===== config.mk =====
export PLATFORM = sky130hd
export DESIGN_NAME = clock_reset_ctrl
export DESIGN_NICKNAME = d
export VERILOG_FILES = /design/src/rtl/t1_clkrst_pkg.sv /design/src/rtl/clk_tick_div.sv /design/src/rtl/clock_reset_ctrl.sv
export SDC_FILE = /design/constraint.sdc
export NUM_CORES = 1
export LEC_CHECK = 0
export CORE_MARGIN = 1
export CORE_UTILIZATION = 35
export CTS_CLUSTER_DIAMETER = 50
export DETAILED_ROUTE_END_ITERATION = 12
export DONT_BUFFER_PORTS = 1
export HOLD_SLACK_MARGIN = 0.08
export PLACE_DENSITY = 0.52
export SLEW_MARGIN = 10
export SYNTH_ARGS = -nofsm -noshare
export SYNTH_HDL_FRONTEND = slang
export SYNTH_SLANG_ARGS = --single-unit
export TNS_END_PERCENT = 1

===== constraint.sdc =====
create_clock -name clock -period 4.7 [get_ports clock]
set_input_delay 0.94 -clock clock [delete_from_list [all_inputs] [get_ports clock]]
set_output_delay 0.94 -clock clock [all_outputs]
set_load 0.01 [all_outputs]

===== src/rtl/t1_clkrst_pkg.sv =====
// Shared types and sizing helpers for the emulation clock/reset controller.
// Imported by clock_reset_ctrl.
package t1_clkrst_pkg;

    typedef enum logic [1:0] {
        ASSERT  = 2'd0,
        RELEASE = 2'd1,
        RUN     = 2'd2,
        QUIT    = 2'd3
    } state_e;

    typedef enum logic [1:0] {
        QC_NONE     = 2'd0,
        QC_WATCHDOG = 2'd1,
        QC_EXTERNAL = 2'd2
    } quit_cause_e;

    // One counter serves both the stretch and the stagger phases, so it must hold the larger limit.
    function automatic int seq_cnt_width(input int stretch, input int stagger);
        int m;
        m = (stretch > stagger) ? stretch : stagger;
        return $clog2(m + 1);
    endfunction

endpackage


===== src/rtl/clk_tick_div.sv =====
// Programmable tick divider: pulses while enabled whenever the counter has reached div_ratio.
// The >= compare lets a live lowering of div_ratio wrap immediately instead of overrunning.
module clk_tick_div #(
    parameter int DIV_WIDTH = 8
) (
    input  logic                 clock,
    input  logic                 reset,
    input  logic                 en,
    input  logic                 clr,
    input  logic [DIV_WIDTH-1:0] div_ratio,
    output logic                 tick
);

    logic [DIV_WIDTH-1:0] cnt_q;
    logic [DIV_WIDTH-1:0] cnt_d;
    logic                 wrap;

    always_comb begin
        wrap  = (cnt_q >= div_ratio);
        cnt_d = cnt_q;
        if (clr) begin
            cnt_d = '0;
        end else if (en) begin
            cnt_d = wrap ? '0 : cnt_q + 1'b1;
        end
    end

    always_ff @(posedge clock) begin
        if (reset) begin
            cnt_q <= '0;
        end else begin
            cnt_q <= cnt_d;
        end
    end

    assign tick = en && wrap;

endmodule


===== src/rtl/clock_reset_ctrl.sv =====
// Stretched, staggered multi-domain reset release with cycle counter, watchdog,
// divided tick and a sticky quit request for the cosim harness.
module clock_reset_ctrl
    import t1_clkrst_pkg::*;
#(
    parameter int NUM_DOMAINS    = 4,
    parameter int STRETCH_CYCLES = 5,
    parameter int STAGGER_CYCLES = 2,
    parameter int CNT_WIDTH      = 64,
    parameter int WD_WIDTH       = 32,
    parameter int DIV_WIDTH      = 8
) (
    input  logic                   clock,
    input  logic                   reset,
    input  logic                   soft_reset_req,
    output logic [NUM_DOMAINS-1:0] domain_reset,
    output logic                   all_released,
    output logic [CNT_WIDTH-1:0]   cycle_count,
    input  logic [WD_WIDTH-1:0]    watchdog_timeout,
    input  logic                   watchdog_kick,
    input  logic                   ext_quit,
    output logic                   quit_req,
    output logic [1:0]             quit_cause,
    input  logic [DIV_WIDTH-1:0]   div_ratio,
    output logic                   tick
);

    localparam int SEQ_W = seq_cnt_width(STRETCH_CYCLES, STAGGER_CYCLES);
    localparam int IDX_W = (NUM_DOMAINS > 1) ? $clog2(NUM_DOMAINS) : 1;
    localparam logic [SEQ_W-1:0] STRETCH_END = SEQ_W'(STRETCH_CYCLES);
    localparam logic [SEQ_W-1:0] STAGGER_END = SEQ_W'(STAGGER_CYCLES);
    localparam logic [IDX_W-1:0] LAST_IDX    = IDX_W'(NUM_DOMAINS - 1);

    state_e                 state_q, state_d;
    logic [SEQ_W-1:0]       seq_q, seq_d, seq_inc;
    logic [IDX_W-1:0]       idx_q, idx_d;
    logic [NUM_DOMAINS-1:0] dom_q, dom_d;
    logic [CNT_WIDTH-1:0]   cyc_q, cyc_d;
    logic [WD_WIDTH-1:0]    wd_q, wd_d;
    logic [WD_WIDTH:0]      wd_inc;
    logic                   wd_expire;
    quit_cause_e            cause_q, cause_d;
    logic                   div_en;
    logic                   div_clr;

    always_comb begin
        state_d   = state_q;
        seq_d     = seq_q;
        idx_d     = idx_q;
        dom_d     = dom_q;
        cyc_d     = cyc_q;
        wd_d      = wd_q;
        cause_d   = cause_q;
        div_clr   = 1'b0;
        seq_inc   = seq_q + 1'b1;
        wd_inc    = {1'b0, wd_q} + 1'b1;
        // A kick in the expiry cycle beats the timeout.
        wd_expire = (watchdog_timeout != '0) && !watchdog_kick &&
                    (wd_inc >= {1'b0, watchdog_timeout});

        unique case (state_q)
            ASSERT: begin
                dom_d = '1;
                seq_d = seq_inc;
                if (seq_inc == STRETCH_END) begin
                    dom_d[0] = 1'b0;
                    seq_d    = '0;
                    if (NUM_DOMAINS == 1) begin
                        state_d = RUN;
                        cyc_d   = '0;
                        wd_d    = '0;
                        div_clr = 1'b1;
                    end else begin
                        state_d = RELEASE;
                        idx_d   = IDX_W'(1);
                    end
                end
            end
            RELEASE: begin
                if (soft_reset_req) begin
                    state_d = ASSERT;
                    dom_d   = '1;
                    seq_d   = '0;
                    idx_d   = '0;
                    cyc_d   = '0;
                    wd_d    = '0;
                    div_clr = 1'b1;
                end else begin
                    seq_d = seq_inc;
                    if (seq_inc == STAGGER_END) begin
                        seq_d        = '0;
                        dom_d[idx_q] = 1'b0;
                        idx_d        = idx_q + 1'b1;
                        if (idx_q == LAST_IDX) begin
                            state_d = RUN;
                            cyc_d   = '0;
                            wd_d    = '0;
                            div_clr = 1'b1;
                        end
                    end
                end
            end
            RUN: begin
                if (cyc_q != '1) begin
                    cyc_d = cyc_q + 1'b1;
                end
                wd_d = watchdog_kick ? '0 : wd_inc[WD_WIDTH-1:0];
                if (wd_expire) begin
                    state_d = QUIT;
                    cause_d = QC_WATCHDOG;
                    dom_d   = '1;
                end else if (soft_reset_req) begin
                    state_d = ASSERT;
                    dom_d   = '1;
                    seq_d   = '0;
                    idx_d   = '0;
                    cyc_d   = '0;
                    wd_d    = '0;
                    div_clr = 1'b1;
                end
            end
            QUIT: begin
                dom_d = '1;
            end
            default: begin
                state_d = ASSERT;
                dom_d   = '1;
            end
        endcase

        // External quit outranks everything else; an existing cause is kept once in QUIT.
        if (ext_quit && state_q != QUIT) begin
            state_d = QUIT;
            cause_d = QC_EXTERNAL;
            dom_d   = '1;
        end
    end

    always_ff @(posedge clock) begin
        if (reset) begin
            state_q <= ASSERT;
            seq_q   <= '0;
            idx_q   <= '0;
            dom_q   <= '1;
            cyc_q   <= '0;
            wd_q    <= '0;
            cause_q <= QC_NONE;
        end else begin
            state_q <= state_d;
            seq_q   <= seq_d;
            idx_q   <= idx_d;
            dom_q   <= dom_d;
            cyc_q   <= cyc_d;
            wd_q    <= wd_d;
            cause_q <= cause_d;
        end
    end

    assign div_en = (state_q == RUN);

    clk_tick_div #(
        .DIV_WIDTH(DIV_WIDTH)
    ) u_tick_div (
        .clock    (clock),
        .reset    (reset),
        .en       (div_en),
        .clr      (div_clr),
        .div_ratio(div_ratio),
        .tick     (tick)
    );

    assign domain_reset = dom_q;
    assign all_released = (state_q == RUN);
    assign cycle_count  = cyc_q;
    assign quit_req     = (state_q == QUIT);
    assign quit_cause   = cause_q;

endmodule

# Yosys cells after proc, flatten, opt, wreduce, memory -nomap -nowiden
# Index checks and enable logic that the tools add are counted.
# classes
eq_ne,18
n_reduce_logical,22
muxes,50
magnitude_cmp,4
n_bitwise,2
addsub,5
# ops
op,count
two-way mux 64 bit,6
two-way mux 32 bit,6
one-hot mux 64 bit (2 select lines),1
adder 64 x 1 -> 64 bit (second input constant),1
!= test 64 bit (second input constant),1
one-hot mux 32 bit (2 select lines),1
adder 32 x 1 -> 33 bit (second input constant),1
>= comparator 33 x 32 -> 1 bit,1
nonzero test 32 bit,1
two-way mux 2 bit,13
two-way mux 4 bit,4
one-hot mux 4 bit (4 select lines),1
two-way mux 3 bit,5
!= test 3 bit (second input constant),4
!= test 4 bit (second input constant),3
one-hot mux 2 bit (3 select lines),2
AND reduction 5 bit,2
one-hot mux 3 bit (3 select lines),1
adder 8 x 1 -> 8 bit (second input constant),1
>= comparator 8 bit,1
two-way mux 8 bit,1
!= test 2 bit (second input constant),4
two-way mux 1 bit,7
equality test 2 bit (second input constant),3
other kinds (20),30
# word_totals
reg_bits,117
elab_cells,110
output_inout_bits,73

# Depth between registers and ports, before layout
# Gate-level depths: netlist of the first run.
# depth
word_depth,9
mapped_depth,19
ltp_nobuf,16

# Modules after synthesis
# Synthesis of the first run repeated with hierarchy kept, for this count alone.
# unflattened
hier_cells,1005
hier_area_um2,7746.2
# by_module_without_submodules
module,seq_area_each_um2,cells_per_inst,area_per_inst_um2,instances
clock_reset_ctrl,2182.1,941,7121.8,1
clk_tick_div,160.2,64,624.3,1

# Worst setup path before layout of the first run
# OpenSTA, ideal clock, no wires.
# synth_path
kind,flip-flop to flip-flop
startpoint,register wd_q[4]
endpoint,register cyc_q[37] (netlist: cycle_count[37])
t_arrival_ns,3.999
stages_incl_launch_ff,20
setup_ns,0.127
slack_ns,0.573
n_path_buf,3
path_cell_list,dfxtp_1 nand3_1 or3_1 clkbuf_1 nor2b_1 nand3_1 nor2_1 and3_1 xor2_1 ha_1 nand3_1 nor4_1 a31oi_1 a311oi_2 a311oi_4 nor2_2 buf_2 buf_4 a22oi_1 o31ai_2
# synth_via
elab_chain_len,5
# synth_lines
element,line,text
from (decl),clock_reset_ctrl.sv:39,"logic [WD_WIDTH-1:0] wd_q, wd_d;"
from (signal assigned),clock_reset_ctrl.sv:154,wd_q <= wd_d;
adder 32 x 1 -> 33 bit,clock_reset_ctrl.sv:56,"wd_inc = {1'b0, wd_q} + 1'b1;"
>= comparator 33 x 32 -> 1 bit,clock_reset_ctrl.sv:59,"(wd_inc >= {1'b0, watchdog_timeout});"
logical AND 1 bit,clock_reset_ctrl.sv:58,wd_expire = (watchdog_timeout != '0) && !watchdog_kick &&
two-way mux 64 bit,clock_reset_ctrl.sv:108,if (wd_expire) begin
one-hot mux 64 bit (2 select lines),clock_reset_ctrl.sv:61,unique case (state_q)
to (signal assigned),clock_reset_ctrl.sv:153,cyc_q <= cyc_d;
to (decl),clock_reset_ctrl.sv:38,"logic [CNT_WIDTH-1:0] cyc_q, cyc_d;"
# No other way between the ends.
# A chain may end at the register's enable or synchronous reset.

# Worst setup path in the final report of the first run
# layout_path
startpoint,register wd_q[3]
endpoint,register cyc_q[58] (netlist: cycle_count[58])
# The elaborated chain is that of the path after synthesis.

==> qor.yml, run 1 <==
timing:
  slew_viol_final: 0
  setup_viol: 0
  worst_slack_ns: 0.245
  hold_viol: 0
  relSlewSlack: 0.287
  skew_ns: 0.00981
  timing.setup.tns_ns: 0
  worstMarginPinSlew_ns: 1.06
  clock.fmax_mhz: 224
  fin_crit_sh: 0.948
  whs_ns: 0.480
  min_period_ns: 4.45
setup_path:
  startpoint_type: "flip-flop"
  worstRegToRegCells: 17
  r2r_slack_ns: 0.25
  arrival_ns: 4.77
  crit_start: "wd_q[3]"
  crit_end: "cycle_count[58]"
  r2r-end: "cycle_count[58]"
  critPathCaptureType: "flip-flop"
  cp_max_fo: 44
  r2r-start: "wd_q[3]"
  path_class: "reg2reg"
  cp_data_required_time_ns: 5.01
placed_design:
  gp_congestion: 0.825
  dp_hpwl_um: 16300
  post-place-ws_ns: 0.101
  port_buffers: 0
  postPlaceCellArea_um2: 8050
floorplanning:
  initial_core_util: 0.361
  coreArea_um2: 21300
  die_width_um: 150
  fp.dieArea_um2: 22500
  ioPinCount: 118
  fp.dieH_um: 150
  row_count: 53
yosys:
  yosys.area.top_type: "dfxtp_1"
  synth.avg_cell_area_um2: 7.68
  synth_fp_nets: 1100
  synth-edff-count: 0
  synth-seq-area-share: 0.305
  yosysUniqueCellTypes: 66
  synth_top_cell_area_share: 0.305
  syn_area_um2: 7680
  yosys_register_bits: 117
  synth_warnings: 0
  synth_area_leaders: "dfxtp_1 (31%), ha_1 (9.0%), nand2_1 (5.3%), a21oi_1 (3.8%), nor2_1 (3.8%)"
  ys.flop_type: "dfxtp_1"
  syn_inst: 1000
  async_flop_share: 0
drt:
  via_per_inst: 5.58
  vias: 7231
  wl_per_cell_um: 17.1
  ant_nets: 0
  drt-initial-drc-count: 451
  drt_drc_violations_left: 0
  firstDrtPassIters: 5
  wl_um: 22200
layout:
  layout-drive-gt1-share: 0.0882
  post-route-util: 0.406
  num_antenna_cells: 0
  stdcell_area_um2: 8650
  final_cell_mix: "dfxtp_1 (117), nand2_1 (108), nor2_1 (76)"
  final_common_cell: "dfxtp_1"
  area_delta_synth_final_pct: 12.7
  layout.nets: 1107
global_routing:
  grtUsageTotal: 0.203
  grt_pass1_vias: 6576
  grt_max_degree: 48
  antenna_found_initial: 0
  overflow: 0
  grt_pass1_wl_um: 35700
cts:
  hold_buffers: 0
  tritoncts: "yes"
  cts_root_buf: "clkbuf_16"
  clock_latency_ns: 0.42
  ctsHtreeMaxLevel: 4
  cts_buffers: 17
  cts_sinks: 117
  path_clk_slew_ns: 0.06
  cts_buffer_depth: 2
min_path:
  hold_path.class: "reg2reg"
job:
  cap_viol_max_count: 0
pwr:
  irDropWorstVdd_mv: 0.188
  p_leak_nw: 3.23
  p_per_area_nw_per_um2: 290
outcome:
  outcome: "complete, no violations"
## flip-flops by register name, summed over array words and instances, names as in the netlist
name	cells
cycle_count	64
wd_q	32
u_tick_div.cnt_q	8
domain_reset	4
seq_q	3
idx_q	2
quit_cause	2
state_q	2
## timing repair
action | in CTS | in global routing
buffers inserted | 0 | 4
resized for setup | 0 | 9
setup endpoints to repair | 0 | 97
## synthesized netlist by cell type (all sizes together), types with 2 or more instances
master,n
a211o,2
a211oi,5
a21o,11
a21oi,59
a22o,6
a22oi,21
a311oi,3
a31oi,38
a41oi,2
and2,7
and3,20
and4,6
buf,18
clkbuf,20
dfxtp,117
ha,55
inv,67
mux2i,10
nand2,108
nand2b,10
nand3,45
nand3b,4
nand4,35
nor2,78
nor2b,12
nor3,49
nor4,23
nor4b,2
o211ai,5
o21a,2
o21ai,67
o21bai,8
o22a,2
o311ai,2
o31ai,5
o41ai,4
or2,11
or3,14
or4,3
xnor2,17
xor2,18
## metal layers
layer / part of all wire / up-vias / track usage
li1: - / 3664 / -
met1: 0.50 / 3368 / 0.288
met2: 0.42 / 183 / 0.300
met3: 0.067 / 16 / 0.0585
met4: 0.0078 / 0 / 0.0434
met5: 0 / - / 0
## critical path, stage by stage, from the launching register on
cell and delay (ns):
dfxtp_1 0.39, nand4_1 0.20, or3_4 0.47, nor2b_2 0.18, nand3_1 0.12, buf_4 0.18, nor2_1 0.13, xor2_1 0.22
ha_1 0.29, and4_1 0.23, a221oi_1 0.35, nand4_1 0.23, a311oi_4 0.50, buf_4 0.24, nor2_4 0.06, buf_12 0.19
a21o_1 0.17, a21o_1 0.16
## cell families after synthesis
group	Yosys count	synth area share
adder cells (fa/ha/maj)	55	0.0896
AND/OR/NAND/NOR	429	0.284
XOR/XNOR	35	0.0399
flip-flops	117	0.305
buffers and inverters	105	0.0569
AO/OA/AOI/OAI	249	0.212
multiplexers	10	0.0130
## worst min path at each step
| stage | startpoint | end | slack (ns) | cells after the start |
|---|---|---|---|---|
| after global routing | wd_q[31] | wd_q[31] | 0.51 | 1 |
| after floorplan | wd_q[31] | wd_q[31] | 0.46 | 1 |
| after global placement | seq_q[1] | seq_q[1] | 0.47 | 2 |
| final | seq_q[1] | seq_q[1] | 0.48 | 2 |
| after detailed placement | seq_q[1] | seq_q[1] | 0.47 | 2 |
| after CTS | seq_q[1] | seq_q[1] | 0.48 | 2 |
## final cells by class
class,count,area (um2)
sequential,117,2340
timing repair buffer,26,236
tap,275,344
clock buffer,20,447
multi-input combinational,778,4950
fill,2178,12600
clock inverter,12,83.8
inverter,67,251
## through the flow
step                      instances  total power [W]
after floorplan                1000          0.00126
after global placement         1259          0.00134
after detailed placement       1259          0.00134
after CTS                      1291          0.00254
after global routing           1295          0.00262
final                          1295          0.00251
## power breakdown
group,switching [W],total (W),internal [W]
Clock,0.000502,0.00119,0.000684
Combinational,0.000182,0.000281,0.0000987
Sequential,0.0000320,0.00105,0.00101
No activity file was read; power rests on OpenSTA's default activity.
==> inputs of run 2 (changes only) <==
--- a/config.mk
+++ b/config.mk
@@ -6,12 +6,13 @@
 export NUM_CORES = 1
 export LEC_CHECK = 0
 export CORE_MARGIN = 1
-export CORE_UTILIZATION = 35
+export CORE_UTILIZATION = 34
+export CTS_BUF_LIST = sky130_fd_sc_hd__clkbuf_16
 export CTS_CLUSTER_DIAMETER = 50
 export DETAILED_ROUTE_END_ITERATION = 12
 export DONT_BUFFER_PORTS = 1
 export HOLD_SLACK_MARGIN = 0.08
-export PLACE_DENSITY = 0.52
+export PLACE_DENSITY = 0.51
 export SLEW_MARGIN = 10
 export SYNTH_ARGS = -nofsm -noshare
 export SYNTH_HDL_FRONTEND = slang
==> run 2 against run 1 <==
  * The flow now finishes with violations (design-rule violations)
  * First-iteration DRC count is 9.5% higher
  * Global-route usage down 0.21 points
  * Count of clock-buffer cells in the layout down 3
  * Power increased by 14%
  * Design area is 1.8% higher
  * Via count shrank 0.61%
  * Non-clock buffer count grew 5
  * Sequential power hardly changed
  * Cell count is 0.85% higher
  * Utilization down 0.52 points
  * Clock skew up 0.0052 ns
  * Critical path depth is the same
  * Highest routed layer unchanged
==> qor.yml, run 2 (synthesis results as in run 1) <==
outcome:
  outcome: "finished, violations left"  # was complete, no violations
  violations: "design-rule violations"
layout:
  area_delta_synth_final_pct: 14.7  # was 12.7%
  layout.nets: 1113  # was 1,107
  largest_reg_flops: 64  # unchanged
  stdcell_area_um2: 8810  # was 8650 um2
  final_cell_mix: "dfxtp_1 (117), nand2_1 (108), nor2_1 (77)"  # was dfxtp_1 (117), nand2_1 (108), nor2_1 (76)
  layout-drive-gt1-share: 0.0858  # was 0.0882
  final_cells: 1306  # was 1,295
  final_common_cell: "dfxtp_1"  # unchanged
  num_antenna_cells: 0  # unchanged
drt:
  vias: 7187  # was 7,231
  drt_drc_violations_left: 6  # was 0
  drt-initial-drc-count: 494  # was 451
  firstDrtPassIters: 9  # was 5
  wl_per_cell_um: 17.5  # was 17.1 um
  wl_um: 22900  # was 22,200 um
  ant_nets: 0  # unchanged
  via_per_inst: 5.50  # was 5.58
timing:
  clock.fmax_mhz: 221  # was 224 MHz
  worst_slack_ns: 0.177  # was 0.245 ns
  slew_viol_final: 0  # unchanged
  relSlewSlack: 0.274  # was 0.287
  setup_viol: 0  # unchanged
  rsz0062_at_grt: "yes"
  min_period_ns: 4.52  # was 4.45 ns
  whs_ns: 0.484  # was 0.480 ns
  skew_ns: 0.0150  # was 0.00981 ns
  hold_viol: 0  # unchanged
  worstMarginPinSlew_ns: 1.09  # was 1.06 ns
  fin_crit_sh: 0.962  # was 0.948
floorplanning:
  fp.dieArea_um2: 23200  # was 22,500 um2
  row_count: 54  # was 53
  die_width_um: 152  # was 150 um
  coreArea_um2: 22000  # was 21,300 um2
  fp.dieH_um: 152  # was 150 um
  initial_core_util: 0.350  # was 0.361
  ioPinCount: 118  # unchanged
global_routing:
  grt_max_degree: 48  # unchanged
  overflow: 0  # unchanged
  grtUsageTotal: 0.200  # was 0.203
  grt_pass1_vias: 6799  # was 6,576
  antenna_found_initial: 0  # unchanged
  grt_pass1_wl_um: 37200  # was 35,700 um
job:
  cap_viol_max_count: 0  # unchanged
cts:
  ctsHtreeMaxLevel: 4  # unchanged
  cts_buffers: 17  # unchanged
  hold_buffers: 0  # unchanged
  path_clk_slew_ns: 0.06  # about the same
  tritoncts: "yes"  # unchanged
  cts_buffer_depth: 2  # unchanged
  cts_root_buf: "clkbuf_16"  # unchanged
  clock_latency_ns: 0.43  # was 0.42 ns
  cts_sinks: 117  # unchanged
setup_path:
  worstRegToRegCells: 17  # unchanged
  startpoint_type: "flip-flop"  # unchanged
  r2r-start: "wd_q[0]"  # was wd_q[3]
  crit_end: "cycle_count[51]"  # was cycle_count[58]
  path_class: "reg2reg"  # unchanged
  crit_start: "wd_q[0]"  # was wd_q[3]
  cp_data_required_time_ns: 5.05  # was 5.01 ns
  r2r-end: "cycle_count[51]"  # was cycle_count[58]
  r2r_slack_ns: 0.18  # was 0.25 ns
  arrival_ns: 4.88  # was 4.77 ns
  cp_max_fo: 23  # was 44
  critPathCaptureType: "flip-flop"  # unchanged
pwr:
  irDropWorstVdd_mv: 0.165  # was 0.188 mV
  power_w: 0.00287  # was 0.00251 W
  p_leak_nw: 3.34  # was 3.23 nW
  p_per_area_nw_per_um2: 325  # was 290 nW/um2
placed_design:
  postPlaceCellArea_um2: 8070  # was 8050 um2
  gp_congestion: 0.843  # was 0.825
  port_buffers: 0  # unchanged
  dp_cells: 1270  # was 1,259
  post-place-ws_ns: 0.0560  # was 0.101 ns
  dp_hpwl_um: 16600  # was 16,300 um
min_path:
  hold_path.class: "reg2reg"  # unchanged
-- run 2: power breakdown --
part	internal (W)	switching [W]	total, W
Clock	0.00104	0.000498	0.00154
Combinational	0.0000960	0.000183	0.000279
Sequential	0.00101	0.0000337	0.00105
Total	0.00215	0.000715	0.00287
-- run 2: worst min-delay path by stage --
stage | slack [ns] | cells after the start | start | endpoint
finish | 0.48 | 2 | seq_q[1] | seq_q[1]
global route | 0.51 | 2 | seq_q[1] | seq_q[1]
CTS | 0.49 | 2 | seq_q[1] | seq_q[1]
detailed placement | 0.48 | 2 | seq_q[1] | seq_q[1]
global placement | 0.47 | 2 | seq_q[1] | seq_q[1]
floorplan | 0.46 | 1 | wd_q[31] | wd_q[31]
-- run 2: layout make-up --
cell class	instances	area [um2]
clock buffers	17	425
fillers	2267	13100
inverters	67	251
clock inverters	15	260
well taps	280	350
repair buffers	31	260
multi-input cells	779	4920
flip-flops and latches	117	2340
-- run 2: worst max-delay path, stage by stage (launching register included) --
cell and delay [ns]:
dfxtp_1 0.41, nand4_1 0.14, or3_1 0.41, nor2b_1 0.19, nand3_1 0.15, nor2_1 0.19
and3_1 0.24, xor2_1 0.08, ha_1 0.31, nand3_1 0.13, nor4_1 0.31, a31oi_1 0.16
a311oi_2 0.28, a311oi_4 0.09, buf_4 0.21, nor2_2 0.82, a21oi_1 0.14, mux2i_1 0.18
-- run 2: routing by layer --
metal,track usage,vias to the layer above,part of all wire
li1,-,3680,-
met1,0.270,3334,0.49
met2,0.310,145,0.44
met3,0.0546,28,0.058
met4,0.0622,0,0.011
met5,0,-,0
-- run 2: timing repair --
item,CTS,global route
resized for setup,0,5
setup endpoints to repair,0,92
setup buffers,0,3
-- run 2: per-stage QoR --
stage | util | setup TNS (ns)
5_1_grt | 0.401 | -5.11
6_report | 0.401 | 0
3_5_place_dp | 0.367 | 0
2_1_floorplan | - | 0
4_1_cts | 0.399 | 0
3_3_place_gp | 0.367 | 0
==> inputs of run 3 (changes only) <==
--- a/config.mk
+++ b/config.mk
@@ -7,7 +7,7 @@
 export LEC_CHECK = 0
 export CORE_MARGIN = 1
 export CORE_UTILIZATION = 34
-export CTS_BUF_LIST = sky130_fd_sc_hd__clkbuf_16
+export CTS_BUF_LIST = sky130_fd_sc_hd__clkbuf_8
 export CTS_CLUSTER_DIAMETER = 50
 export DETAILED_ROUTE_END_ITERATION = 12
 export DONT_BUFFER_PORTS = 1
==> run 3 against run 2 <==
  * Combinational power about the same
  * The flow still finishes with violations (design-rule violations)
  * Utilization fell by 0.82 points
  * First-iteration DRC count up 3.2%
  * Global-route usage fell by 0.23 points
  * Die area is the same
  * Wire length is 0.24% higher
  * Count of clock-buffer cells in the layout up 1
  * Critical path depth did not move
  * Worst hold slack improved by 0.0027 ns
  * Cell count unchanged
  * Worst setup slack improved by 0.00076 ns
==> qor.yml, run 3 (synthesis results as in run 1) <==
outcome:
  outcome: "finished, violations left"  # unchanged
  violations: "design-rule violations"  # unchanged
drt:
  wl_um: 22900  # about the same
  vias: 7189  # was 7,187
  drt-initial-drc-count: 510  # was 494
  via_per_inst: 5.50  # about the same
  firstDrtPassIters: 9  # unchanged
  drt_drc_violations_left: 6  # unchanged
  wl_per_cell_um: 17.6  # was 17.5 um
  ant_nets: 0  # unchanged
global_routing:
  overflow: 0  # unchanged
  grt_max_degree: 48  # unchanged
  grt_use_met3: 0.0560  # was 0.0546
  grt_pass1_wl_um: 36900  # was 37,200 um
  grtUsageTotal: 0.198  # was 0.200
  grt_util_met1: 0.266  # was 0.270
  met2_usage: 0.307  # was 0.310
  antenna_found_initial: 0  # unchanged
  grt_pass1_vias: 6743  # was 6,799
  top_usage_layer: "met2"  # unchanged
timing:
  worstMarginPinSlew_ns: 1.11  # was 1.09 ns
  relSlewSlack: 0.256  # was 0.274
  rsz0062_at_grt: "yes"  # unchanged
  min_period_ns: 4.52  # about the same
  skew_ns: 0.0147  # was 0.0150 ns
  timing.setup.tns_ns: 0  # unchanged
  slew_viol_final: 0  # unchanged
  fin_crit_sh: 0.962  # about the same
  hold_viol: 0  # unchanged
  clock.fmax_mhz: 221  # about the same
  setup_viol: 0  # unchanged
job:
  cap_viol_max_count: 0  # unchanged
floorplanning:
  fp.dieH_um: 152  # unchanged
  ioPinCount: 118  # unchanged
  die_width_um: 152  # unchanged
  row_count: 54  # unchanged
  coreArea_um2: 22000  # unchanged
  initial_core_util: 0.350  # unchanged
  fp.dieArea_um2: 23200  # unchanged
setup_path:
  cp_data_required_time_ns: 5.08  # was 5.05 ns
  arrival_ns: 4.90  # was 4.88 ns
  cp_max_fo: 23  # unchanged
  startpoint_type: "flip-flop"  # unchanged
  path_class: "reg2reg"  # unchanged
  critPathCaptureType: "flip-flop"  # unchanged
pwr:
  irDropWorstVdd_mv: 0.134  # was 0.165 mV
  p_per_area_nw_per_um2: 293  # was 325 nW/um2
  power_w: 0.00253  # was 0.00287 W
  p_leak_nw: 3.26  # was 3.34 nW
cts:
  ctsHtreeMaxLevel: 4  # unchanged
  clock_latency_ns: 0.45  # was 0.43 ns
  cts_sinks: 117  # unchanged
  cts_buffer_depth: 2  # unchanged
  hold_buffers: 0  # unchanged
  tritoncts: "yes"  # unchanged
  cts_root_buf: "clkbuf_8"  # was clkbuf_16
  cts_buffers: 17  # unchanged
  path_clk_slew_ns: 0.08  # was 0.06 ns
layout:
  layout.nets: 1113  # unchanged
  final_common_cell: "dfxtp_1"  # unchanged
  final_cells: 1306  # unchanged
  largest_reg_flops: 64  # unchanged
  num_antenna_cells: 0  # unchanged
  final_cell_mix: "dfxtp_1 (116), nand2_1 (108), nor2_1 (77)"  # was dfxtp_1 (117), nand2_1 (108), nor2_1 (77)
  area_delta_synth_final_pct: 12.4  # was 14.7%
  layout-drive-gt1-share: 0.0877  # was 0.0858
  stdcell_area_um2: 8630  # was 8810 um2
  post-route-util: 0.393  # was 0.401
  fillers: 2280  # was 2,267
placed_design:
  gp_congestion: 0.843  # unchanged
  postPlaceCellArea_um2: 8070  # unchanged
  port_buffers: 0  # unchanged
  dp_cells: 1270  # unchanged
  dp_hpwl_um: 16600  # unchanged
min_path:
  hold_path.class: "reg2reg"  # unchanged
[run 3: worst paths after layout]
kind | depth (start not counted) | end | start | slack, ns
max | 17 | cycle_count[51] | wd_q[5] | 0.18
min | 2 | seq_q[1] | seq_q[1] | 0.49
max reg2reg | 17 | cycle_count[51] | wd_q[5] | 0.18
min reg2reg | 2 | seq_q[1] | seq_q[1] | 0.49
[run 3: final cells by class]
cell class | instances | area [um2] | share of cell area
tap | 280 | 350 | 0.0406
clock buffer | 18 | 248 | 0.0287
inverter | 67 | 251 | 0.0291
multi-input combinational | 779 | 4920 | 0.570
clock inverter | 14 | 256 | 0.0297
timing repair buffer | 31 | 260 | 0.0302
sequential | 117 | 2340 | 0.272
[run 3: critical path: stages, from the launching register on]
cell and delay [ns]:
dfxtp_1 0.39, nand3_1 0.13, or3_1 0.42, nor2b_1 0.19, nand3_1 0.15, nor2_1 0.19
and3_1 0.24, xor2_1 0.08, ha_1 0.31, nand3_1 0.12, nor4_1 0.31, a31oi_1 0.16
a311oi_2 0.29, a311oi_4 0.09, buf_4 0.21, nor2_2 0.84, a21oi_1 0.14, mux2i_1 0.18
[run 3: per-layer routing]
layer | share of wire | wire length, um
met1 | 0.49 | 11200
met5 | 0 | 0
met2 | 0.44 | 10000
met4 | 0.012 | 269
met3 | 0.064 | 1460
[run 3: repair_timing]
action / in CTS / in global routing
gates resized for setup: 0 / 6
setup endpoints to repair: 0 / 96
buffers inserted: 0 / 3
[run 3: power by group]
group	total, W	switching (W)	leakage (nW)	internal (W)
sequential	0.00105	0.0000336	0.945	0.00101
combinational	0.000279	0.000183	2.06	0.0000961
clock	0.00120	0.000453	0.256	0.000751
[run 3: per-stage QoR]
step | hold slack [ns] | setup slack, ns
after CTS | 0.489 | 0.00983
after global routing | 0.512 | -0.138
final | 0.487 | 0.178
after floorplan | 0.458 | 0.573
after global placement | 0.475 | 0.0661
after detailed placement | 0.477 | 0.0560
==> RTL change 1, RTL diff (flow settings as in run 2) <==
The 4 states of `state_e` get a one-hot encoding in 4 bits.
--- a/src/rtl/t1_clkrst_pkg.sv
+++ b/src/rtl/t1_clkrst_pkg.sv
@@ -3,9 +3,9 @@
 package t1_clkrst_pkg;
 
-    typedef enum logic [1:0] {
-        ASSERT  = 2'd0,
-        RELEASE = 2'd1,
-        RUN     = 2'd2,
-        QUIT    = 2'd3
+    typedef enum logic [3:0] {
+        ASSERT  = 4'b0001,
+        RELEASE = 4'b0010,
+        RUN     = 4'b0100,
+        QUIT    = 4'b1000
     } state_e;
 
Function: same outputs for any inputs over 10 cycles, from zero or initial values and one cycle with reset high; not proved beyond that.
==> RTL change 1 against run 2 <==
  * Synthesized area is 1.9% lower
  * Sequential cell count is 2 higher
  * Cell area is 4.0% lower
  * Final cell count is 5.4% lower
  * Setup slack better by 0.15 ns
  * Wire length is 6.2% lower
  * Critical path type unchanged
  * Critical endpoint is now wd_q[16]
Power is not compared: it rests on default switching activity, and its combinational part moved more than twofold at a synthesized area within 25%.
==> RTL change 1: results (changes against run 2) <==
[cells_and_area]
fin_util_pct=38.9  ; -1.3 points
drive_gt1_share_pct=7.43  ; -1.2 points
nFillCells=2243  ; -1.1%

[drt]
dr_wl_met2_mm=9.92  ; -1.4%
drt_iter0_drc=362  ; -27%
wl_met1_mm=9.86  ; -12%
drt-total-wl_mm=21.5  ; -6.2%
avgViaCountPerCell=5.54  ; +0.59%
drc=0  ; -6
wl_met3_mm=1.46  ; +11%
drt_pre_antenna_iters=5  ; -4
wl_per_cell_um=17.4  ; -0.85%

[setup_path]
ff2ff_path_depth=17  ; unchanged
critPathSlowestCell=dfxtp_1
arrival_ns=4.70  ; -0.18 ns
r2r_end=wd_q[16]
worst_path_largest_cell_delay_ns=0.44  ; -0.38 ns
critPathMaxFanout=21  ; -8.7%
rrSetupSlack_ns=0.33  ; +0.15 ns
r2r_start=wd_q[2]

[synth]
synth_compound_area_share_pct=19.4  ; -1.8 points
synthMuxAreaShare_pct=0.548  ; -0.76 points
syn_area_per_cell_um2=7.95  ; +3.5%
syn-num-nets=1042  ; -5.3%
yosys.area_share.adder_pct=8.31  ; -0.65 points
synth_ff_type=dfxtp_1
ys_seq_area_share_pct=31.6  ; +1.1 points
yosys-top-cells-count=119 x dfxtp_1, 117 x nand2_1, 84 x nand3_1
synth-xor-area-share_pct=4.19  ; +0.20 points
synthDistinctLibCells=75  ; +14%

[placement]
dp_slack_ns=0.280  ; +0.224 ns
place.gp.congestion=0.827  ; -1.9%
placed_cell_area_mm2=0.00783  ; -2.9%
place_inst=1204  ; -5.2%
hpwl_mm=15.7  ; -5.5%

[grt]
grt_pass1_wl_mm=33.9  ; -8.9%
met3_usage_pct=6.84  ; +1.4 points
grt_use_total_pct=19.3  ; -0.73 points
grt_pass1_vias=6385  ; -6.1%
grt_max_degree=41  ; -15%
met2_usage_pct=30.9  ; -0.067 points

[cts]
cts-htree-levels=4  ; unchanged
cts_buffers=17  ; unchanged

[sta]
maxSlewHeadroom_pct=21.1  ; -6.3 points
finClkSkew_ns=0.0117  ; -0.00329 ns
holdWs_ns=0.481  ; -0.00291 ns

[run_status]
outcome=finished, final reports clean

[min_path]
hold_path_depth=2  ; unchanged

==> RTL change 1: final cells by class <==
class	count	share of cell area, %
clock buffer	17	5.03
clock inverter	15	2.18
inverter	67	2.97
multi-input combinational	726	56.0
sequential	119	28.2
tap	280	4.14
timing repair buffer	12	1.49
==> RTL change 1: how the worst max path moves through the flow <==
stage / startpoint / to / slack [ns] / depth (start not counted)
global placement: wd_q[0] / cycle_count[43] / 0.41 / 15
CTS: wd_q[2] / wd_q[16] / 0.23 / 17
detailed placement: wd_q[2] / wd_q[16] / 0.28 / 17
floorplan: wd_q[4] / seq_q[2] / 0.55 / 16
global route: wd_q[2] / state_q[2] / -0.07 / 17
finish: wd_q[2] / wd_q[16] / 0.33 / 17
==> RTL change 1: where the power goes <==
| part | internal, mW | leakage, nW | switching, mW |
|---|---|---|---|
| combinational | 0.0418 | 1.99 | 0.0752 |
| clock | 0.878 | 0.299 | 0.494 |
| sequential | 1.02 | 0.960 | 0.0105 |
==> RTL change 2, RTL diff (flow settings as in run 2) <==
Made on the original files. `WD_WIDTH`: 32 -> 64.
--- a/src/rtl/clock_reset_ctrl.sv
+++ b/src/rtl/clock_reset_ctrl.sv
@@ -8,5 +8,5 @@
     parameter int STAGGER_CYCLES = 2,
     parameter int CNT_WIDTH      = 64,
-    parameter int WD_WIDTH       = 32,
+    parameter int WD_WIDTH       = 64,
     parameter int DIV_WIDTH      = 8
 ) (
Interface: changed (resized watchdog_timeout); port bits go from 118 to 150. No check against the original RTL was run, so the function may have changed too.
==> RTL change 2 against run 2 <==
  * Wire length grew 31%
  * Critical path type unchanged
  * Worst hold slack gained 0.012 ns
  * Setup slack gained 0.041 ns
  * Power grew 19%
  * Critical path depth is the same
  * Sequential power grew 27%
  * Cell area grew 33%
  * Sequential share of layout area shrank 1.0 points
  * Sequential cell count grew 32
  * Combinational power grew 110%
  * Synthesized area grew 31%
==> RTL change 2: results (changes against run 2) <==
[sta]
worst_pin_slew_ns=0.901  ; -0.187 ns
finClkSkew_ns=0.0156  ; +0.000590 ns

[synth]
synthTopCellsByArea=dfxtp_1 30%, ha_1 11%, a22o_1 4.8%, nand3_1 4.1%, inv_1 4.1%
synthDistinctLibCells=75  ; +14%
ys_seq_area_share_pct=29.6  ; -0.94 points
syn-num-nets=1423  ; +29%
synth.top_cell.area_share_pct=29.6  ; -0.94 points
synth_async_sr_flop_share_pct=0  ; unchanged
yosys-top-cells-count=149 x dfxtp_1, 110 x inv_1, 98 x nand2_1
synth-warning-count=0  ; unchanged

[drt]
drt_iter0_drc=570  ; +15%
top_layer=met4
wl_met3_mm=1.81  ; +37%
drt-total-wl_mm=29.9  ; +31%
drt_pre_antenna_iters=5  ; -4
wl_met1_mm=14.3  ; +27%
avgViaCountPerCell=5.52  ; +0.37%
drc=0  ; -6
dr_wl_met2_mm=13.6  ; +36%

[cts]
cts-root-buf=clkbuf_16
clock_latency_ns=0.44
cts-htree-levels=4  ; unchanged
cts_buffers=17  ; unchanged
clk_pin_slew_ns=0.07
cts_buffer_depth=2  ; unchanged

[job]
cap_violations=0  ; unchanged

[setup_path]
worst_path_largest_cell_delay_ns=0.45  ; -0.37 ns
path_delay_family=compound AO/OA/AOI/OAI gates
arrival_ns=4.80  ; -0.08 ns
critPathMaxFanout=46  ; +100%
critPathSlowestCell=o311ai_4
critical_path.startpoint_type=register
r2r_start=wd_q[4]

[cells_and_area]
antenna_cells=0  ; unchanged
drive_gt1_share_pct=11.9  ; +3.3 points
fin_nets=1454  ; +31%
nFillCells=2962  ; +31%

[placement]
port_buffers=0  ; unchanged
dp_slack_ns=-0.139  ; -0.195 ns
hpwl_mm=22.5  ; +35%
place.gp.congestion=0.861  ; +2.1%

[power]
peakVddDrop_mv=0.256  ; +55%
power_leakage_nw=4.92  ; +47%

[grt]
grt_pass1_vias=8624  ; +27%
grt_max_degree=56  ; +17%
grt_use_total_pct=19.6  ; -0.43 points
antenna_found_initial=0  ; unchanged
grt_pass1_wl_mm=47.1  ; +27%

[min_path]
holdCritPathClass=register to register
hold_start=wd_q[31]

[run_status]
outcome=finished, final reports clean

==> RTL change 2: cell count changes after synthesis, moves of 15 or more <==
| cell | delta |
|---|---|
| xnor2_1 | +24 |
| a22o_1 | +49 |
| nand4_1 | +17 |
| a22oi_1 | -17 |
| inv_1 | +43 |
| dfxtp_1 | +32 |
| o21ai_0 | -15 |
| nor3_1 | -27 |
| nand3_1 | +38 |
| a21oi_1 | +19 |
| ha_1 | +32 |
==> RTL change 2: power breakdown <==
part           total (mW)  leakage [nW]  switching, mW  internal (mW)
Sequential           1.33          1.20         0.0370           1.29
Clock                1.49         0.309          0.597          0.893
Combinational       0.594          3.40          0.394          0.200
==> RTL change 2: metal layers <==
layer	up-vias	track usage, %
li1	4674	-
met1	4394	26.8
met2	242	31.0
met3	8	4.59
met4	0	4.39
met5	-	0
==> RTL change 2: final cells by class <==
type	count	area share, %
flip-flops and latches	149	25.6
well taps	384	4.11
multi-input cells	949	56.9
repair buffers	60	4.45
clock inverters	15	1.73
clock buffers	17	3.64
inverters	113	3.63
==> RTL change 2: timing repair <==
item / CTS / global route
setup endpoints to repair: 115 / 146
setup buffers: 2 / 9
resized for setup: 3 / 44
pin swaps: 1 / 23
==> RTL change 2: kinds of logic (layout without fill, tap and decap cells) <==
logic type	count (synthesis)	in the layout	share of synthesized area [%]
simple gates	486	486	25.9
compound gates	290	290	19.5
buf+inv	161	205	6.54
flops	149	149	29.6
fa+ha+maj	87	87	10.8
xor+xnor	71	71	6.16
mux	15	15	1.53
==> RTL change 2: worst reg2reg max path, cell delays in order, from the launching register on <==
cell	delay, ns
dfxtp_1	0.39
and3_1	0.23
and4_4	0.29
and2_1	0.16
buf_4	0.14
nand4_1	0.11
xnor2_1	0.22
ha_1	0.30
nand4_1	0.20
nor4_2	0.11
a22o_1	0.24
o41a_1	0.44
o311ai_4	0.45
inv_2	0.12
o31a_2	0.33
buf_12	0.19
and3_1	0.21
mux2_2	0.25
==> RTL change 2: worst paths after layout <==
check	endpoint	slack (ns)	depth (start not counted)
worst max-delay path	cycle_count[51]	0.22	17
worst min-delay path	wd_q[31]	0.50	1
worst max register to register	cycle_count[51]	0.22	17
worst min register to register	wd_q[31]	0.50	1
==> RTL change 2: through the flow <==
step                TNS (ns)  std cells  area [um^2]  hold WS [ns]
CTS                        0       1679        11400         0.492
floorplan                  0       1259        10100         0.449
detailed placement     -2.59       1645        10800         0.467
global placement      -0.186       1645        10800         0.467
global route         -0.0499       1687        11700         0.529
finish                     0       1687        11700         0.496
